$ cat src/rtl/layer4_reader.sv
// Burst reader for the layer4 buffer: streams word_cnt words from base_addr onward through a 2-entry output FIFO.
// Latency: start -> first read issue 1 cycle, issue -> out_valid 2 cycles; one word per cycle when unstalled.
// Backpressure: out_ready low stops issue once FIFO + in-flight reach 2; port-A write hazards stall issue.
module layer4_reader #(
  parameter int DEPTH = 144,
  parameter int DW    = 128
) (
  input  logic          clk,
  input  logic          rst,
  input  logic          start,
  input  logic [7:0]    base_addr,
  input  logic [7:0]    word_cnt,
  output logic          busy,
  output logic          done,
  output logic          sram_oeb,
  output logic          sram_webn,
  output logic [7:0]    sram_b,
  input  logic [DW-1:0] sram_dob,
  input  logic          wr_active,
  input  logic [7:0]    wr_addr,
  output logic          out_valid,
  output logic [DW-1:0] out_data,
  input  logic          out_ready
);

  typedef enum logic [1:0] {IDLE, READ, DRAIN, FIN} state_t;

  state_t        state, state_nxt;
  logic [7:0]    addr;
  logic [7:0]    cnt;
  logic [7:0]    issued;
  logic          inflight;
  logic [DW-1:0] fifo_mem [2];
  logic          rd_ptr, wr_ptr;
  logic [1:0]    occ;
  logic [2:0]    pending;
  logic          push, pop, issue, hazard, accept;

  // The read issued last cycle lands in the FIFO this cycle.
  assign push   = inflight;
  assign pop    = (occ != 2'd0) && out_ready;
  assign accept = (state == IDLE) && start;

  // Same word or the other word of the same even/odd pair as the port-A write.
  assign hazard = wr_active && (((wr_addr ^ addr) & 8'hFE) == 8'h00);

  // Slots committed after this cycle's pop; counting the pop keeps the
  // 2-entry FIFO streaming at one word per cycle instead of stalling every other cycle.
  assign pending = {1'b0, occ} + {2'b00, inflight} - {2'b00, pop};
  assign issue   = (state == READ) && (issued < cnt) && (pending < 3'd2) && !hazard;

  assign busy      = (state == READ) || (state == DRAIN);
  assign done      = (state == FIN);
  assign sram_oeb  = issue;
  assign sram_webn = 1'b1;
  assign sram_b    = addr;
  assign out_valid = (occ != 2'd0);
  assign out_data  = fifo_mem[rd_ptr];

  // State register.
  always_ff @(posedge clk) begin
    if (rst) state <= IDLE;
    else     state <= state_nxt;
  end

  // Next-state: finish draining when the only remaining word is taken.
  always_comb begin
    state_nxt = state;
    case (state)
      IDLE:  if (start) state_nxt = (word_cnt != 8'd0) ? READ : FIN;
      READ:  if (issued == cnt) state_nxt = DRAIN;
      DRAIN: if (pop && (occ == 2'd1) && !inflight) state_nxt = FIN;
      FIN:   state_nxt = IDLE;
      default: state_nxt = IDLE;
    endcase
  end

  // Burst address/count tracking and the in-flight read flag.
  always_ff @(posedge clk) begin
    if (rst) begin
      addr     <= 8'd0;
      cnt      <= 8'd0;
      issued   <= 8'd0;
      inflight <= 1'b0;
    end else begin
      inflight <= issue;
      if (accept && (word_cnt != 8'd0)) begin
        addr   <= base_addr;
        cnt    <= word_cnt;
        issued <= 8'd0;
      end else if (issue) begin
        addr   <= (addr == 8'(DEPTH - 1)) ? 8'd0 : addr + 8'd1;
        issued <= issued + 8'd1;
      end
    end
  end

  // 2-entry in-order output FIFO.
  always_ff @(posedge clk) begin
    if (rst) begin
      fifo_mem[0] <= '0;
      fifo_mem[1] <= '0;
      rd_ptr      <= 1'b0;
      wr_ptr      <= 1'b0;
      occ         <= 2'd0;
    end else begin
      if (push) begin
        fifo_mem[wr_ptr] <= sram_dob;
        wr_ptr           <= ~wr_ptr;
      end
      if (pop) rd_ptr <= ~rd_ptr;
      occ <= occ + {1'b0, push} - {1'b0, pop};
    end
  end

endmodule

$ cat config.mk
export PLATFORM = sky130hd
export DESIGN_NAME = layer4_reader
export DESIGN_NICKNAME = d
export VERILOG_FILES = /design/src/rtl/layer4_reader.sv
export SDC_FILE = /design/constraint.sdc
export NUM_CORES = 1
export LEC_CHECK = 0
export CORE_MARGIN = 2
export CORE_UTILIZATION = 46
export CTS_CLUSTER_DIAMETER = 120
export DETAILED_ROUTE_END_ITERATION = 8
export PLACE_DENSITY = 0.8
export SYNTH_ARGS = -nofsm -noshare
export SYNTH_HDL_FRONTEND = slang
export SYNTH_SLANG_ARGS = --single-unit
export TNS_END_PERCENT = 1
$ cat constraint.sdc
create_clock -name clk -period 5.2 [get_ports clk]
set_clock_uncertainty 0.1 [all_clocks]
set_input_delay 1.04 -clock clk [delete_from_list [all_inputs] [get_ports clk]]
set_output_delay 1.04 -clock clk [all_outputs]
set_load 0.02 [all_outputs]
==> flow_summary_export.csv, run 1 <==
group,metric,value,unit
synthesis,synth_cells,926,
floorplanning,io_pins,298,
clock_tree,clk_latency,540,ps
synthesis,yosysTopAreaCellShare,0.595,
place,gp_congestion,0.826,
detailed_routing,finalWirelength,29.1,mm
floorplanning,dieArea,29500,µm²
sta,period_share,0.962,
clock_tree,cts_tree,"built",
clock_tree,clock-sinks,288,
global_route,grt_max_degree,108,
cells_and_area,fillers,2147,
setup_path,r2r-end,"sram_b[2]",
synthesis,synth-edff-count,256,
setup_path,worstSetupPathType,"in2out",
detailed_routing,avgRoutedWirePerCell,18.0,µm
synthesis,ys_ff_latch,288,
detailed_routing,drt_iter0_drc,460,
run,cap_violations,0,
clock_tree,htree_levels,1,
pwr,vdd_drop_max,248,µV
pwr,pwr-share-clk,0.328,
floorplanning,start_util,0.467,
setup_path,cp.required,4060,ps
clock_tree,clockRootBuffer,"clkbuf_16",
pwr,pwr-share-comb,0.230,
status,status,"complete, no violations",
clock_tree,holdBufCountCts,0,
sta,hold_ws,362,ps
floorplanning,die_w,172,µm
global_route,use_met1,0.231,
sta,worst_slew_margin_rel,0.349,
pwr,power_density,374,nW/µm²
synthesis,synth.distinct_cells,51,
global_route,first_global_vias,8445,
clock_tree,post_cts_buffers,0,
synthesis,async_reset_ff_frac,0,
sta,fmax,200,MHz
synthesis,synth_common_cells,"and2_1, edfxtp_1, mux2_2",
min_path,holdPathEnd,"cnt[6]",
place,dpl.hpwl,18.9,mm
global_route,grt-busiest-layer,"met2",
pwr,switching_power,0.00174,W
detailed_routing,antenna_left,0,
global_route,antenna_found_initial,4,
synthesis,yosys_warnings,0,
sta,slew_violations,0,
setup_path,worstSetupStartpointType,"input pin",
pwr,power,0.00646,W
setup_path,regToRegStartpoint,"occ[0]",
floorplanning,die_h,172,µm
synthesis,synth_flop_cell,"edfxtp_1",
detailed_routing,drcViolationCount,0,
synthesis,synth_area_leader_cell,"edfxtp_1",
sta,setup_viol,0,
sta,fin_setup_tns,0,ps
sta,fin_crit,5000,ps
setup_path,reg2regPathDepth,11,
clock_tree,post_cts_resized,0,
detailed_routing,viasPerCell,5.14,
sta,setup_ws,199,ps
min_path,worstHoldPathType,"reg2reg",
pwr,power_leakage,6.34,nW
detailed_routing,via_count,8311,
clock_tree,clockBufferDepth,3,
pwr,internal_power,0.00472,W
setup_path,cp-end-kind,"output pin",
sta,finalHoldViolations,0,
global_route,met3_usage,0.0483,
global_route,grtUsageMet2,0.332,
min_path,hold_depth,2,
place,numPortBuffers,295,
setup_path,arrival,3860,ps
pwr,switching_share,0.269,
synthesis,synth_area_leaders,"edfxtp_1, and2_1, mux2_2",
synthesis,syn_nets,1100,
global_route,grt_pass1_wl,44.3,mm
cells_and_area,area_delta_synth_final,33.8,%
sta,rsz0062_at_grt,"false",
synthesis,yosysSeqAreaShare,0.644,
setup_path,crit_start,"out_ready",
min_path,hp-start,"cnt[6]",
synthesis,synth.avg_cell_area,14.0,µm²
setup_path,crit_fanout,4,
setup_path,r2r_slack,2150,ps
cells_and_area,drive_above_1_share,0.163,
detailed_routing,dr.pass1.iters,4,
place,dp_slack,235,ps
floorplanning,core,27700,µm²
pwr,p_seq_frac,0.442,
global_route,grt.total_usage,0.191,
clock_tree,clkTransAtPathRegs,60,ps
cells_and_area,final_nets,1387,
synthesis,synth_area,12900,µm²
global_route,grt_overflow,0,
sta,worst_pin_slew,977,ps
clock_tree,cts_buffers,30,
floorplanning,num_rows,61,
power groups by stage:
stage / Combinational (W) / Clock (W) / Sequential, W
6_report: 0.00149 / 0.00212 / 0.00285
2_1_floorplan: 0.000829 / 0 / 0.00290
5_1_grt: 0.00160 / 0.00225 / 0.00288
3_3_place_gp: 0.00146 / 0 / 0.00289
4_1_cts: 0.00150 / 0.00216 / 0.00286
3_5_place_dp: 0.00149 / 0 / 0.00290
through the flow:
step           instances  utilization  instance area (µm²)
3_5_place_dp        1559        0.588                16300
3_3_place_gp        1559        0.588                16300
5_1_grt             1616        0.624                17300
4_1_cts             1615        0.624                17300
2_1_floorplan        926            -                12900
6_report            1616        0.624                17300
sequential cells by signal, indices dropped and copies added, names as in the netlist, named ones only:
name / count
inflight: 1
state: 2
issued: 8
fifo_mem: 256
cnt: 8
rd_ptr: 1
occ: 2
sram_b: 8
wr_ptr: 1
cell families (layout without fill, tap and decap cells):
| kind of cell | count (synthesis) | after routing | share of synthesized area |
|---|---|---|---|
| and+or+nand+nor | 353 | 353 | 0.165 |
| DFF | 288 | 288 | 0.644 |
| muxes | 130 | 130 | 0.113 |
| buffers and inverters | 73 | 384 | 0.0229 |
| AOI/OAI and AO/OA | 53 | 53 | 0.0297 |
| adders and majority gates | 17 | 17 | 0.0170 |
| xor gates and xnor gates | 11 | 11 | 0.00745 |
| other | 1 | 2 | 0.000290 |
how the worst max path moves through the flow:
stage	endpoint	depth (start not counted)	slack (ps)
6_report	sram_oeb	10	200
5_1_grt	sram_oeb	10	40
4_1_cts	sram_oeb	10	200
3_5_place_dp	sram_oeb	10	230
3_3_place_gp	sram_oeb	10	260
2_1_floorplan	fifo_mem[0][0]	4	190
metal layers:
layer	vias up	routed length, µm
li1	3890	-
met1	4090	11600
met2	266	14400
met3	59	2200
met4	6	886
met5	-	44
area by class of cell:
cell class              count  area [µm²]  share of cell area
multi-input cells         565        4320               0.250
flip-flops and latches    288        8330               0.482
diodes                      1        2.50            0.000145
clock inverters            14         151             0.00876
inverters                  17        63.8             0.00369
repair buffers            311        3110               0.180
clock buffers              42         836              0.0483
well taps                 378         473              0.0274
worst max-delay path: stages:
cell             delay (ps)
clkdlybuf4s50_1         520
nand3_1                 140
o21ai_0                 130
ha_1                    200
fa_1                    440
nor3b_2                 190
o2111ai_1               210
o21bai_4                230
nor2_1                  120
clkdlybuf4s50_1         630
cells in the final DEF (no fill, tap or decap), types with 3 or more instances in the layout:
master / count
edfxtp_1: 256
clkbuf_8: 4
and2_1: 256
nand2_1: 32
clkbuf_16: 30
buf_12: 3
o21ai_0: 7
nand3_1: 14
mux2_2: 128
clkdlybuf4s50_1: 295
nor2_1: 12
or4_1: 5
dfxtp_1: 31
clkinv_2: 3
xnor2_1: 9
buf_4: 13
o31ai_1: 6
clkbuf_1: 8
nor2b_1: 4
nor4_2: 4
nand4b_1: 3
inv_1: 17
or3_1: 3
a21oi_1: 18
bufinv_16: 3
clkinv_1: 6
ha_1: 16
a311oi_1: 6
nand4_1: 7
nor3b_2: 3
No activity file was read; power rests on OpenSTA's default activity.
==> run 2: changes to the inputs <==
--- a/config.mk
+++ b/config.mk
@@ -6,10 +6,10 @@
 export NUM_CORES = 1
 export LEC_CHECK = 0
 export CORE_MARGIN = 2
-export CORE_UTILIZATION = 46
+export CORE_UTILIZATION = 54
 export CTS_CLUSTER_DIAMETER = 120
 export DETAILED_ROUTE_END_ITERATION = 8
-export PLACE_DENSITY = 0.8
+export PLACE_DENSITY = 0.88
 export SYNTH_ARGS = -nofsm -noshare
 export SYNTH_HDL_FRONTEND = slang
 export SYNTH_SLANG_ARGS = --single-unit
==> constraint.sdc (replaced) <==
create_clock -name clk -period 6.3 [get_ports clk]
set_clock_uncertainty 0.1 [all_clocks]
set_input_delay 1.26 -clock clk [delete_from_list [all_inputs] [get_ports clk]]
set_output_delay 1.26 -clock clk [all_outputs]
set_load 0.02 [all_outputs]
==> run 2 against run 1 <==
Effect of this change:
- clock-buffer cell count fell by 4
- via count fell by 0.97%
- clock power fell by 24%
- worst setup slack improved by 540 ps
- wire length fell by 0.65%
- critical endpoint unchanged
==> flow_summary_export.csv, run 2 (synthesized netlist as in run 1, its figures left out) <==
group,metric,value,unit
sta,rsz0062_at_grt,"false",
global_route,grt_max_degree,129,
floorplanning,core,23500,µm²
floorplanning,num_rows,56,
cells_and_area,area_delta_synth_final,32.0,%
pwr,switching_power,0.00141,W
cells_and_area,antenna_cells,0,
sta,worst_pin_slew,1200,ps
detailed_routing,avgRoutedWirePerCell,18.7,µm
sta,worst_slew_margin_rel,0.201,
pwr,power_leakage,6.26,nW
setup_path,crit_fanout,22,
clock_tree,clock-sinks,288,
setup_path,cp-end-kind,"output pin",
setup_path,worstSetupPathType,"in2out",
sta,fin_setup_tns,0,ps
clock_tree,post_cts_buffers,0,
detailed_routing,drcViolationCount,0,
place,numPortBuffers,295,
place,dpl.hpwl,18.3,mm
min_path,worstHoldPathType,"reg2reg",
sta,fin_crit,5560,ps
clock_tree,cts_buffers,29,
setup_path,worstSetupStartpointType,"input pin",
floorplanning,start_util,0.551,
setup_path,worstPathCellList,"clkdlybuf4s50_1, nand3_1, o21ai_0, ha_1, fa_1, nor3b_2, o2111ai_1, o21bai_4, nor2_1, clkdlybuf4s50_1",
sta,slew_violations,0,
floorplanning,die_h,159,µm
cells_and_area,regMostFlops,"fifo_mem",
setup_path,path_common_cell,"clkdlybuf4s50_1",
sta,hold_ws,354,ps
floorplanning,dieArea,25200,µm²
clock_tree,clockRootBuffer,"clkbuf_16",
pwr,switching_share,0.272,
pwr,vdd_drop_max,213,µV
clock_tree,htree_levels,1,
cells_and_area,final_cell_mix,"clkdlybuf4s50_1, and2_1, edfxtp_1, mux2_2, nand2_1",
cells_and_area,drive_above_1_share,0.156,
status,status,"complete, no violations",
pwr,pwr-share-clk,0.311,
setup_path,critical_path_buf_inv_count,2,
clock_tree,holdBufCountCts,0,
clock_tree,clkTransAtPathRegs,60,ps
global_route,grt_pass1_wl,45.5,mm
global_route,antenna_found_initial,2,
setup_path,cp.required,4940,ps
pwr,pwr-share-comb,0.232,
detailed_routing,via_count,8230,
clock_tree,post_cts_resized,0,
pwr,internal_power,0.00376,W
floorplanning,io_pins,298,
sta,finalHoldViolations,0,
global_route,grt.total_usage,0.226,
detailed_routing,antenna_left,0,
pwr,power_density,303,nW/µm²
setup_path,crit_family,"buffers and inverters",
place,gp_congestion,0.869,
run,cap_violations,0,
setup_path,cpMaxStageDelayCell,"clkdlybuf4s50_1",
sta,period_share,0.883,
sta,setup_viol,0,
sta,setup_ws,739,ps
clock_tree,cts_tree,"built",
cells_and_area,final_nets,1380,
global_route,grt_overflow,0,
detailed_routing,viasPerCell,5.32,
clock_tree,clockBufferDepth,3,
place,dp_slack,747,ps
floorplanning,die_w,159,µm
setup_path,max_stage_delay,650,ps
sta,fmax,180,MHz
cells_and_area,final_common_cell,"clkdlybuf4s50_1",
detailed_routing,dr.pass1.iters,5,
detailed_routing,drt_iter0_drc,557,
global_route,first_global_vias,8633,
clock_tree,clk_latency,540,ps
pwr,p_seq_frac,0.457,
setup_path,arrival,4200,ps
cells_and_area,largest_reg_flops,256,
detailed_routing,finalWirelength,28.9,mm
run 2: cell type report:
type	count	area (µm²)
clock inverters	16	98.8
well taps	319	399
clock buffers	38	790
inverters	17	63.8
multi-input cells	565	4320
flip-flops and latches	288	8330
fillers	1523	6410
repair buffers	305	3050
run 2: worst paths after layout:
check | from | to | slack (ps) | cells past startpoint
setup reg to reg | occ[0] | sram_b[2] | 3410 | 10
setup / recovery | out_ready | sram_oeb | 740 | 10
hold reg to reg | cnt[1] | cnt[1] | 350 | 2
hold / removal | cnt[1] | cnt[1] | 350 | 2
run 2: tightest hold or removal path, stage by stage, from the launching register on:
cell and delay [ps]:
dfxtp_1 310, nand2_1 50, a21oi_1 50
run 2: per-stage QoR:
stage / util / instances / total power [W] / area [µm²]
4_1_cts: 0.727 / 1548 / 0.00521 / 17100
2_1_floorplan: - / 926 / 0.00308 / 12900
6_report: 0.727 / 1548 / 0.00517 / 17100
3_3_place_gp: 0.689 / 1494 / 0.00357 / 16200
3_5_place_dp: 0.689 / 1494 / 0.00360 / 16200
5_1_grt: 0.727 / 1548 / 0.00537 / 17100
run 2: layer usage:
layer,global-route usage,wire (µm)
met1,0.272,11400
met5,0,27
met3,0.0546,2220
met2,0.401,14500
met4,0.0696,787
run 2: power by group through the flow:
stage / Clock (W) / Combinational [W] / Sequential [W]
after floorplan: 0 / 0.000684 / 0.00239
after global placement: 0 / 0.00118 / 0.00239
after detailed placement: 0 / 0.00120 / 0.00240
after CTS: 0.00164 / 0.00121 / 0.00236
after global routing: 0.00170 / 0.00128 / 0.00238
final: 0.00161 / 0.00120 / 0.00236
==> run 3: changes to the inputs <==
--- a/config.mk
+++ b/config.mk
@@ -9,7 +9,7 @@
 export CORE_UTILIZATION = 54
 export CTS_CLUSTER_DIAMETER = 120
 export DETAILED_ROUTE_END_ITERATION = 8
-export PLACE_DENSITY = 0.88
+export PLACE_DENSITY = 0.82
 export SYNTH_ARGS = -nofsm -noshare
 export SYNTH_HDL_FRONTEND = slang
 export SYNTH_SLANG_ARGS = --single-unit
==> run 3 against run 2 <==
Effect of this change:
- combinational power hardly changed
- global-route usage is 0.38 points lower
- register-to-register slack worse by 120 ps
- worst setup slack better by 46 ps
- first-iteration DRC count is 13% lower
- final area is 0.42% higher
- sequential cell count stayed put
- final cell count is 0.19% higher
- non-clock buffer count is 1 higher
- critical path type unchanged
- highest routed layer is now met4
==> flow_summary_export.csv, run 3 (synthesized netlist as in run 1, its figures left out) <==
group,metric,value,unit
clock_tree,cts_tree,"built",
global_route,grt.total_usage,0.222,
detailed_routing,via_count,8234,
global_route,met3_usage,0.0536,
cells_and_area,final_nets,1382,
floorplanning,die_w,159,µm
clock_tree,htree_levels,1,
clock_tree,post_cts_resized,0,
detailed_routing,avgRoutedWirePerCell,18.3,µm
sta,fin_crit,5510,ps
sta,period_share,0.875,
sta,setup_viol,0,
setup_path,worstSetupPathType,"in2out",
sta,fmax,181,MHz
floorplanning,num_rows,56,
detailed_routing,viasPerCell,5.31,
cells_and_area,regArea,8330,µm²
clock_tree,cts_buffers,30,
sta,rsz0062_at_grt,"false",
place,dpl.hpwl,18.2,mm
detailed_routing,drcViolationCount,0,
min_path,worstHoldPathType,"reg2reg",
cells_and_area,area_delta_synth_final,32.5,%
floorplanning,dieArea,25200,µm²
floorplanning,die_h,159,µm
global_route,use_met1,0.266,
global_route,grtUsageMet2,0.396,
clock_tree,clock-sinks,288,
detailed_routing,finalWirelength,28.4,mm
clock_tree,clk_latency,540,ps
global_route,grt_pass1_wl,44.7,mm
place,place_inst,1495,
global_route,first_global_vias,8532,
sta,finalHoldViolations,0,
global_route,grt_max_degree,82,
cells_and_area,fillers,1589,
global_route,antenna_found_initial,1,
cells_and_area,instances_no_fill,1551,
cells_and_area,regMostFlops,"fifo_mem",
run,cap_violations,0,
cells_and_area,multi_input_area,4320,µm²
cells_and_area,drive_above_1_share,0.159,
cells_and_area,final_common_cell,"clkdlybuf4s50_1",
setup_path,worstSetupStartpointType,"input pin",
setup_path,crit_fanout,22,
pwr,power_density,306,nW/µm²
sta,slew_violations,0,
floorplanning,core,23500,µm²
clock_tree,holdBufCountCts,0,
clock_tree,post_cts_buffers,0,
global_route,grt-busiest-layer,"met2",
sta,worst_slew_margin_rel,0.276,
place,gp_congestion,0.822,
floorplanning,io_pins,298,
cells_and_area,final_cell_mix,"clkdlybuf4s50_1, and2_1, edfxtp_1, mux2_2, nand2_1",
detailed_routing,drt_iter0_drc,486,
pwr,power_leakage,6.30,nW
detailed_routing,dr.pass1.iters,5,
sta,fin_setup_tns,0,ps
floorplanning,start_util,0.551,
setup_path,cp-end-kind,"output pin",
sta,worst_pin_slew,1090,ps
setup_path,cp.required,4940,ps
sta,hold_ws,354,ps
status,status,"complete, no violations",
clock_tree,clockBufferDepth,3,
place,numPortBuffers,295,
clock_tree,clkTransAtPathRegs,60,ps
setup_path,arrival,4150,ps
global_route,grt_overflow,0,
pwr,vdd_drop_max,231,µV
clock_tree,clockRootBuffer,"clkbuf_16",
detailed_routing,antenna_left,0,
cells_and_area,largest_reg_flops,256,
[run 3: changes by cell type in the layout (fill, tap and decap cells not counted), sizes merged]
cell,before,now
clkinvlp,1,0
diode,0,1
buf,10,11
clkbuf,38,46
clkinv,13,7
[run 3: routing by layer]
| layer | part of all wire | wire length (µm) |
|---|---|---|
| met3 | 0.079 | 2230 |
| met2 | 0.50 | 14200 |
| met5 | 0 | 0 |
| met1 | 0.39 | 11200 |
| met4 | 0.029 | 835 |
[run 3: report_power, final]
| group | leakage (nW) | internal (W) | switching (W) |
|---|---|---|---|
| registers | 2.91 | 0.00227 | 0.0000882 |
| clock network | 0.466 | 0.000998 | 0.000679 |
| logic | 2.92 | 0.000575 | 0.000631 |
[run 3: final timing paths]
check | start | endpoint | cells after the start | slack [ps]
worst max-delay path | out_ready | sram_oeb | 10 | 790
worst min-delay path | cnt[6] | cnt[6] | 2 | 350
worst max register to register | inflight | fifo_mem[1][47] | 4 | 3290
worst min register to register | cnt[6] | cnt[6] | 2 | 350
[run 3: final cells by class]
class,count,area share
Sequential cell,288,0.486
Multi-Input combinational cell,565,0.252
Timing Repair Buffer,306,0.179
Clock buffer,46,0.0515
Tap cell,319,0.0233
Clock inverter,9,0.00402
Inverter,17,0.00372
Antenna cell,1,0.000146
[run 3: metrics by stage]
step           utilization  area (µm²)  total power (W)  worst slack, ps
2_1_floorplan            -       12900          0.00308             1070
3_3_place_gp         0.689       16200          0.00358              844
3_5_place_dp         0.689       16200          0.00361              805
4_1_cts              0.730       17100          0.00529              780
5_1_grt              0.730       17100          0.00545              586
6_report             0.730       17100          0.00524              785
[run 3: critical path, stage by stage]
cell	delay, ps
clkdlybuf4s50_1	520
nand3_1	140
o21ai_0	100
ha_1	190
fa_1	450
nor3b_2	170
o2111ai_1	160
o21bai_4	330
nor2_1	190
clkdlybuf4s50_1	640
